## src/rtl/fabric2_arbiter.sv

```systemverilog
// Two-master OCP arbiter in front of the fabric master-port switch.
// Shares one downstream OCP path between the CPU I and D masters.
//
// Ports:
//   clk, rst                 clock, synchronous active-high reset
//   i_I_M*, o_I_S*           instruction-fetch master command / response
//   i_D_M*, o_D_S*           data master command / response
//   o_M*                     downstream command to the master switch
//   i_S*                     downstream accept / read data / response
//   o_grant                  one-hot grant (bit0 = I, bit1 = D), 00 idle
//
// One transaction is outstanding at a time. Ties go round-robin, and a
// response watchdog answers ERR if the slave never responds.
module fabric2_arbiter #(
    parameter int TIMEOUT_WIDTH = 8,
    parameter int ADDR_WIDTH    = 32,
    parameter int DATA_WIDTH    = 32,
    parameter int BEN_WIDTH     = 4
) (
    input  logic                  clk,
    input  logic                  rst,
    input  logic [ADDR_WIDTH-1:0] i_I_MAddr,
    input  logic [2:0]            i_I_MCmd,
    input  logic [DATA_WIDTH-1:0] i_I_MData,
    input  logic [BEN_WIDTH-1:0]  i_I_MByteEn,
    output logic                  o_I_SCmdAccept,
    output logic [DATA_WIDTH-1:0] o_I_SData,
    output logic [1:0]            o_I_SResp,
    input  logic [ADDR_WIDTH-1:0] i_D_MAddr,
    input  logic [2:0]            i_D_MCmd,
    input  logic [DATA_WIDTH-1:0] i_D_MData,
    input  logic [BEN_WIDTH-1:0]  i_D_MByteEn,
    output logic                  o_D_SCmdAccept,
    output logic [DATA_WIDTH-1:0] o_D_SData,
    output logic [1:0]            o_D_SResp,
    output logic [ADDR_WIDTH-1:0] o_MAddr,
    output logic [2:0]            o_MCmd,
    output logic [DATA_WIDTH-1:0] o_MData,
    output logic [BEN_WIDTH-1:0]  o_MByteEn,
    input  logic                  i_SCmdAccept,
    input  logic [DATA_WIDTH-1:0] i_SData,
    input  logic [1:0]            i_SResp,
    output logic [1:0]            o_grant
);

    localparam logic [2:0] CMD_IDLE  = 3'b000;
    localparam logic [1:0] RESP_NULL = 2'b00;
    localparam logic [1:0] RESP_ERR  = 2'b11;

    typedef enum logic [1:0] {
        IDLE,
        CMD,
        RESP
    } state_t;

    state_t                   state_q, state_d;
    logic [1:0]               grant_q, grant_d;
    // last-served pointer: 1 = D was served last, so I wins the next tie
    logic                     last_q, last_d;
    logic [TIMEOUT_WIDTH-1:0] cnt_q, cnt_d;

    logic [ADDR_WIDTH-1:0]    g_addr;
    logic [2:0]               g_cmd;
    logic [DATA_WIDTH-1:0]    g_data;
    logic [BEN_WIDTH-1:0]     g_ben;
    logic                     s_acc;
    logic [DATA_WIDTH-1:0]    s_data;
    logic [1:0]               s_resp;
    logic                     req_i, req_d;

    assign req_i  = (i_I_MCmd != CMD_IDLE);
    assign req_d  = (i_D_MCmd != CMD_IDLE);

    assign g_addr = grant_q[1] ? i_D_MAddr   : i_I_MAddr;
    assign g_cmd  = grant_q[1] ? i_D_MCmd    : i_I_MCmd;
    assign g_data = grant_q[1] ? i_D_MData   : i_I_MData;
    assign g_ben  = grant_q[1] ? i_D_MByteEn : i_I_MByteEn;

    always_ff @(posedge clk) begin
        if (rst) begin
            state_q <= IDLE;
            grant_q <= 2'b00;
            last_q  <= 1'b1;
            cnt_q   <= '0;
        end else begin
            state_q <= state_d;
            grant_q <= grant_d;
            last_q  <= last_d;
            cnt_q   <= cnt_d;
        end
    end

    always_comb begin
        state_d   = state_q;
        grant_d   = grant_q;
        last_d    = last_q;
        cnt_d     = cnt_q;
        o_MAddr   = '0;
        o_MCmd    = CMD_IDLE;
        o_MData   = '0;
        o_MByteEn = '0;
        s_acc     = 1'b0;
        s_data    = '0;
        s_resp    = RESP_NULL;

        unique case (state_q)
            IDLE: begin
                grant_d = 2'b00;
                if (req_i && req_d) begin
                    grant_d = last_q ? 2'b01 : 2'b10;
                end else if (req_i) begin
                    grant_d = 2'b01;
                end else if (req_d) begin
                    grant_d = 2'b10;
                end
                if (req_i || req_d) begin
                    state_d = CMD;
                end
            end

            CMD: begin
                o_MAddr   = g_addr;
                o_MCmd    = g_cmd;
                o_MData   = g_data;
                o_MByteEn = g_ben;
                s_acc     = i_SCmdAccept;
                s_data    = i_SData;
                s_resp    = i_SResp;
                // A withdrawn command is abandoned without a response
                // and does not count as served.
                if (g_cmd == CMD_IDLE) begin
                    state_d = IDLE;
                    grant_d = 2'b00;
                end else if (i_SCmdAccept) begin
                    if (i_SResp != RESP_NULL) begin
                        last_d  = grant_q[1];
                        state_d = IDLE;
                        grant_d = 2'b00;
                    end else begin
                        state_d = RESP;
                        cnt_d   = '0;
                    end
                end
            end

            RESP: begin
                o_MAddr   = g_addr;
                o_MData   = g_data;
                o_MByteEn = g_ben;
                s_data    = i_SData;
                s_resp    = i_SResp;
                cnt_d     = cnt_q + {{(TIMEOUT_WIDTH-1){1'b0}}, 1'b1};
                if (i_SResp != RESP_NULL) begin
                    last_d  = grant_q[1];
                    state_d = IDLE;
                    grant_d = 2'b00;
                end else if (&cnt_q) begin
                    s_resp  = RESP_ERR;
                    s_data  = '0;
                    last_d  = grant_q[1];
                    state_d = IDLE;
                    grant_d = 2'b00;
                end
            end

            default: begin
                state_d = IDLE;
                grant_d = 2'b00;
            end
        endcase
    end

    assign o_grant        = grant_q;
    assign o_I_SCmdAccept = grant_q[0] & s_acc;
    assign o_I_SData      = grant_q[0] ? s_data : '0;
    assign o_I_SResp      = grant_q[0] ? s_resp : RESP_NULL;
    assign o_D_SCmdAccept = grant_q[1] & s_acc;
    assign o_D_SData      = grant_q[1] ? s_data : '0;
    assign o_D_SResp      = grant_q[1] ? s_resp : RESP_NULL;

endmodule

```

## config.mk

```make
export PLATFORM = sky130hd
export DESIGN_NAME = fabric2_arbiter
export DESIGN_NICKNAME = d
export VERILOG_FILES = /design/src/rtl/fabric2_arbiter.sv
export SDC_FILE = /design/constraint.sdc
export NUM_CORES = 1
export LEC_CHECK = 0
export CAP_MARGIN = 5
export CORE_AREA = 2 2 126 128
export CTS_CLUSTER_DIAMETER = 100
export CTS_CLUSTER_SIZE = 25
export DETAILED_ROUTE_END_ITERATION = 10
export DIE_AREA = 0 0 128 130
export PLACE_DENSITY_LB_ADDON = 0.3
export SLEW_MARGIN = 20
export SYNTH_ARGS = -nofsm -noshare
export SYNTH_HDL_FRONTEND = slang
export SYNTH_SLANG_ARGS = --single-unit
```

## constraint.sdc

```tcl
create_clock -name clk -period 1.9 [get_ports clk]
set_clock_uncertainty 0.15 [all_clocks]
set_input_delay 0.38 -clock clk [delete_from_list [all_inputs] [get_ports clk]]
set_output_delay 0.38 -clock clk [all_outputs]
set_load 0.005 [all_outputs]
```

==> results.json, run 1 <==
{
  "cts_tree": "yes",
  "cp-end-kind": "primary output",
  "hp-class": "flip-flop to flip-flop",
  "totalWireLength_mm": 15.4,
  "fmax_mhz": 409,
  "dieArea_sq_um": 16600,
  "overflow": 0,
  "maxSlewViolCount": 0,
  "final_cell_mix": "clkdlybuf4s50_1 (171), buf_2 (72), mux2i_1 (70), buf_6 (70), buf_4 (52)",
  "critPathMaxFanout": 8,
  "fin_crit_ns": 2.45,
  "cts_made_buffers": 3,
  "ys.flop_type": "dfxtp_1",
  "setup_viol": 150,
  "whs_ns": 0.429,
  "outcome": "finished with violations",
  "synth_seq_area_share_pct": 10.4,
  "leakagePower_uw": 0.00331,
  "reg2reg_to": "cnt_q[7]",
  "critical-path-top-delay-family": "buffers and inverters",
  "hold_path_depth": 2,
  "relSlewSlack_pct": 68.4,
  "antenna_left": 0,
  "path_buf_inv": 4,
  "combPwrFrac_pct": 79.6,
  "syn_avg_cell_area_sq_um": 7.41,
  "startpoint_type": "flip-flop",
  "ys_async_sr_fraction_pct": 0,
  "clock_path_buffers": 2,
  "nNetsFinal": 936,
  "drc": 0,
  "crit_chain": "nand4_1 > o41ai_4 > buf_4 > a21oi_4 > buf_12 > clkbuf_16 > and2_4 > clkbuf_2",
  "insertion_delay_ns": 0.24,
  "power_frac_seq_pct": 8.8,
  "place_congestion": 0.807,
  "grt_max_degree": 37,
  "grt_usage_pct": 16.2,
  "final_common_cell": "clkdlybuf4s50_1",
  "grt_pass1_wl_mm": 21.5,
  "clk_pin_slew_ns": 0.05,
  "rrSetupSlack_ns": -0.18,
  "grt_pass1_vias": 4069,
  "hold_buffers": 0,
  "ys_ff_latch": 13,
  "synthCells": 339,
  "fp.dieW_um": 128,
  "vias": 4067,
  "synth.top_cell.area_share_pct": 29.9,
  "vdd_drop_max_v": 0.000183,
  "worstMarginPinSlew_ns": 0.474,
  "p_int_uw": 2410,
  "hold_viol_final": 0,
  "drtPass1Iterations": 4,
  "start_util_pct": 16.3,
  "cp.required_ns": 1.37,
  "reg2reg_from": "state_q[1]",
  "hold_end": "last_q",
  "ioPinCount": 322,
  "hpwl_mm": 10.9,
  "ys.warnings.count": 0,
  "portBuffers": 321,
  "switching_share_pct": 30.5,
  "yosys.area.top_type": "mux2i_1",
  "chipHeight_um": 130,
  "root_buffer": "clkbuf_16",
  "synth_area_sq_um": 2510,
  "initialDrtViolationCount": 79,
  "net-switching-power_uw": 1060,
  "fp.coreArea_sq_um": 15400,
  "rsz0062_at_grt": "yes",
  "htree_levels": 1,
  "cp_slowest_cell": "o41ai_4",
  "vias_per_cell": 4.31,
  "setup_ws_ns": -0.548,
  "antenna_found_initial": 0,
  "synth.distinct_cells": 36,
  "synth_fp_nets": 522,
  "drive_gt1_share_pct": 49.9,
  "post-route-util_pct": 49.7,
  "synthTopCellsByArea": "mux2i_1 (30%), nor2b_1 (17%), and2_1 (16%), dfxtp_1 (10%), clkbuf_1 (2.4%)",
  "min_period_over_period_pct": 129,
  "maxCapViolCount": 0,
  "hold_start": "last_q",
  "insertedDiodeCount": 0,
  "worstPathArrival_ns": 1.92,
  "p_clk_share_pct": 11.6,
  "cts_num_sinks": 13,
  "p_total_uw": 3470,
  "synth-edff-count": 0,
  "rows": 46,
  "crit_type": "flip-flop to primary output",
  "r2r_cells": 10,
  "wl_per_cell_um": 16.4,
  "max_stage_delay_ns": 0.36,
  "violations": "setup timing",
  "synthToLayoutAreaGrowth_pct": 205,
  "power.density_nw_per_um2": 453
}
==> power groups by stage <==
stage / clock, uW / sequential (uW) / combinational [uW]
2_1_floorplan: 0 / 305 / 595
3_3_place_gp: 0 / 305 / 1740
3_5_place_dp: 0 / 306 / 1760
4_1_cts: 413 / 302 / 2490
5_1_grt: 435 / 307 / 2920
6_report: 404 / 305 / 2760
==> how the worst max path moves through the flow <==
| stage | cells after the start | startpoint | to |
|---|---|---|---|
| 6_report | 8 | cnt_q[4] | o_D_SData[28] |
| 5_1_grt | 8 | cnt_q[4] | o_D_SData[21] |
| 4_1_cts | 10 | cnt_q[0] | o_D_SData[10] |
| 3_5_place_dp | 6 | i_SResp[1] | o_D_SData[12] |
| 3_3_place_gp | 6 | i_SResp[1] | o_I_SData[8] |
| 2_1_floorplan | 6 | cnt_q[1] | o_D_SData[10] |
==> final cells by class <==
type,instances,area (sq um)
clock buffer,3,75.1
clock inverter,1,5.00
inverter,8,35.0
fill,1479,7760
timing repair buffer,434,4320
multi-input combinational,293,2720
sequential,13,274
tap,192,240
==> timing repair <==
action | CTS | global route
gates cloned | 15 | 4
buffers inserted | 36 | 15
resized for setup | 609 | 165
pin swaps | 33 | 22
endpoints found under the setup margin | 155 | 154
endpoints found under the hold margin | 0 | 0
==> per-layer routing <==
metal  wire (um)  vias up  part of all wire [%]  global-route usage, %
met1        5690     1856                    37                   18.6
met4         184        0                   1.2                   2.71
met3        1150       12                   7.5                   3.20
met5           0        -                     0                      0
met2        8410      207                    54                   31.4
li1            -     1992                     -                      -
==> per-stage QoR <==
step	worst slack [ns]	setup TNS (ns)	area, sq um	std cells
floorplan	-0.0276	-1.66	2580	339
global placement	-0.783	-86.10	6360	878
detailed placement	-0.834	-91.92	6360	878
CTS	-0.715	-55.43	7240	933
global route	-0.592	-60.38	7660	944
finish	-0.548	-52.61	7660	944
==> synth_stat cells (all sizes together), types with 2 or more instances <==
cell and number:
a21oi 9, a22oi 2, and2 66, and3 2, buf 8, clkbuf 17, dfxtp 13, ha 4
inv 8, mux2i 75, nand2 11, nand3 5, nand4 3, nor2 10, nor2b 70, nor3 2
nor3b 2, o211ai 3, o21ai 8, o31ai 5, or3 4, or4 3
==> logic make-up after synthesis <==
group,after synthesis,share of synthesized area (%)
simple gates,181,43.4
fa+ha+maj,4,1.99
flops,13,10.4
buf+inv,33,5.68
xor+xnor,1,0.349
compound gates,32,8.32
mux,75,29.9
==> sequential cells by signal (all words and copies together) (netlist names) <==
signal   cells
o_grant      2
last_q       1
cnt_q        8
state_q      2
==> worst min-delay path: stages, from the launching register on <==
cell and delay, ns:
dfxtp_1 0.37, mux2i_1 0.09, nand4_1 0.09
(Power assumes the default switching activity.)
==> run 2, diff against run 1 <==
--- a/config.mk
+++ b/config.mk
@@ -11,7 +11,7 @@
 export CTS_CLUSTER_SIZE = 25
 export DETAILED_ROUTE_END_ITERATION = 10
 export DIE_AREA = 0 0 128 130
-export PLACE_DENSITY_LB_ADDON = 0.3
+export PLACE_DENSITY = 0.65
 export SLEW_MARGIN = 20
 export SYNTH_ARGS = -nofsm -noshare
 export SYNTH_HDL_FRONTEND = slang
==> results.json, run 2 (synthesis results as in run 1) <==
{
  "crit_chain": "nand4_1 > o41ai_4 > a21oi_4 > buf_12 > clkbuf_16 > and2_4 > buf_6",
  "leakagePower_uw": 0.00316,
  "hp-class": "flip-flop to flip-flop",
  "rows": 46,
  "vias": 4049,
  "totalWireLength_mm": 16.7,
  "grt_pass1_wl_mm": 22.2,
  "power.density_nw_per_um2": 458,
  "maxCapViolCount": 0,
  "setup_viol": 144,
  "crit_type": "flip-flop to primary output",
  "cp_slowest_cell": "o41ai_4",
  "cts_num_sinks": 13,
  "min_period_over_period_pct": 126,
  "clock_path_buffers": 2,
  "fin_crit_ns": 2.40,
  "ioPinCount": 322,
  "final_cell_mix": "clkdlybuf4s50_1 (171), mux2i_1 (69), buf_6 (64), buf_2 (64), buf_4 (49)",
  "start_util_pct": 16.3,
  "fin_area_sq_um": 7350,
  "insertedDiodeCount": 0,
  "hpwl_mm": 11.7,
  "cp.required_ns": 1.37,
  "dieArea_sq_um": 16600,
  "place_congestion": 0.804,
  "hold_viol_final": 0,
  "hold_buffers": 0,
  "grt_max_degree": 33,
  "outcome": "finished with violations",
  "antenna_left": 0,
  "startpoint_type": "flip-flop",
  "r2r_cells": 10,
  "fmax_mhz": 417,
  "cp-end-kind": "primary output",
  "clk_pin_slew_ns": 0.05,
  "worstPathArrival_ns": 1.87,
  "critical-path-top-delay-family": "compound AO/OA/AOI/OAI gates",
  "top_register": "cnt_q",
  "placed_cell_area_sq_um": 6330,
  "drive_gt1_share_pct": 50.3,
  "insertion_delay_ns": 0.24,
  "max_stage_delay_ns": 0.43,
  "htree_levels": 1,
  "antenna_found_initial": 1,
  "post-route-util_pct": 47.6,
  "vias_per_cell": 4.36,
  "largest_reg_flops": 8,
  "root_buffer": "clkbuf_16",
  "cts_tree": "yes",
  "final_common_cell": "clkdlybuf4s50_1",
  "setup_ws_ns": -0.497,
  "path_buf_inv": 3,
  "wl_per_cell_um": 17.9,
  "violations": "setup timing",
  "hold_path_depth": 2,
  "drtPass1Iterations": 4,
  "worstMarginPinSlew_ns": 0.410,
  "p_total_uw": 3360,
  "chipHeight_um": 130,
  "relSlewSlack_pct": 72.5,
  "initialDrtViolationCount": 67,
  "grt_pass1_vias": 4020,
  "fp.coreArea_sq_um": 15400,
  "vdd_drop_max_v": 0.000204,
  "drc": 0,
  "cp.depth": 7,
  "synthToLayoutAreaGrowth_pct": 193,
  "fp.dieW_um": 128,
  "overflow": 0,
  "cts_made_buffers": 3,
  "critPathMaxFanout": 6,
  "nNetsFinal": 921,
  "maxSlewViolCount": 0,
  "rsz0062_at_grt": "yes",
  "portBuffers": 321,
  "grt_usage_pct": 17.3
}
run 2: through the flow:
stage | cells | setup WS, ns | TNS, ns | hold slack, ns
3_3_place_gp | 874 | -0.781 | -81.66 | 0.374
6_report | 929 | -0.497 | -46.37 | 0.415
5_1_grt | 929 | -0.549 | -54.20 | 0.433
4_1_cts | 929 | -0.734 | -57.64 | 0.416
2_1_floorplan | 339 | -0.0276 | -1.66 | 0.305
3_5_place_dp | 874 | -0.820 | -85.18 | 0.407
run 2: report_power, final:
part / internal [uW] / switching (uW) / leakage (uW)
Sequential: 291 / 16.1 / 0.000110
Clock: 283 / 114 / 0.0000382
Combinational: 1690 / 972 / 0.00301
run 2: area by class of cell:
type                       instances  area [sq um]
fill                            1472          8080
timing repair buffer             419          3920
multi-input combinational        293          2800
sequential                        13           274
tap                              192           240
clock buffer                       4          78.8
inverter                           8          35.0
run 2: path summary, 6_finish.rpt:
path                                 endpoint  slack, ns        from
worst min register to register         last_q       0.41      last_q
worst max register to register       cnt_q[5]      -0.18  state_q[1]
worst max-delay path            o_I_SData[13]      -0.50    cnt_q[4]
worst min-delay path                   last_q       0.41      last_q
run 2: repair_timing:
item	CTS	global route
setup buffers	38	18
setup endpoints to repair	153	151
gates cloned	13	3
resized for setup	545	241
pin swaps	21	42
run 2: worst register-to-register path, stage by stage, from the launching register on:
cell and delay (ns):
dfxtp_2 0.31, inv_2 0.07, buf_6 0.10, ha_4 0.14, buf_6 0.12, buf_12 0.10, and2_4 0.15, a41oi_4 0.13
buf_6 0.17, or4_4 0.41, a21oi_2 0.13
run 2: metal layers:
layer	track usage (%)	vias to the layer above	wire, um
li1	-	1958	-
met1	18.4	1872	5950
met2	35.9	203	9510
met3	2.26	14	961
met4	3.88	2	218
met5	0	-	13
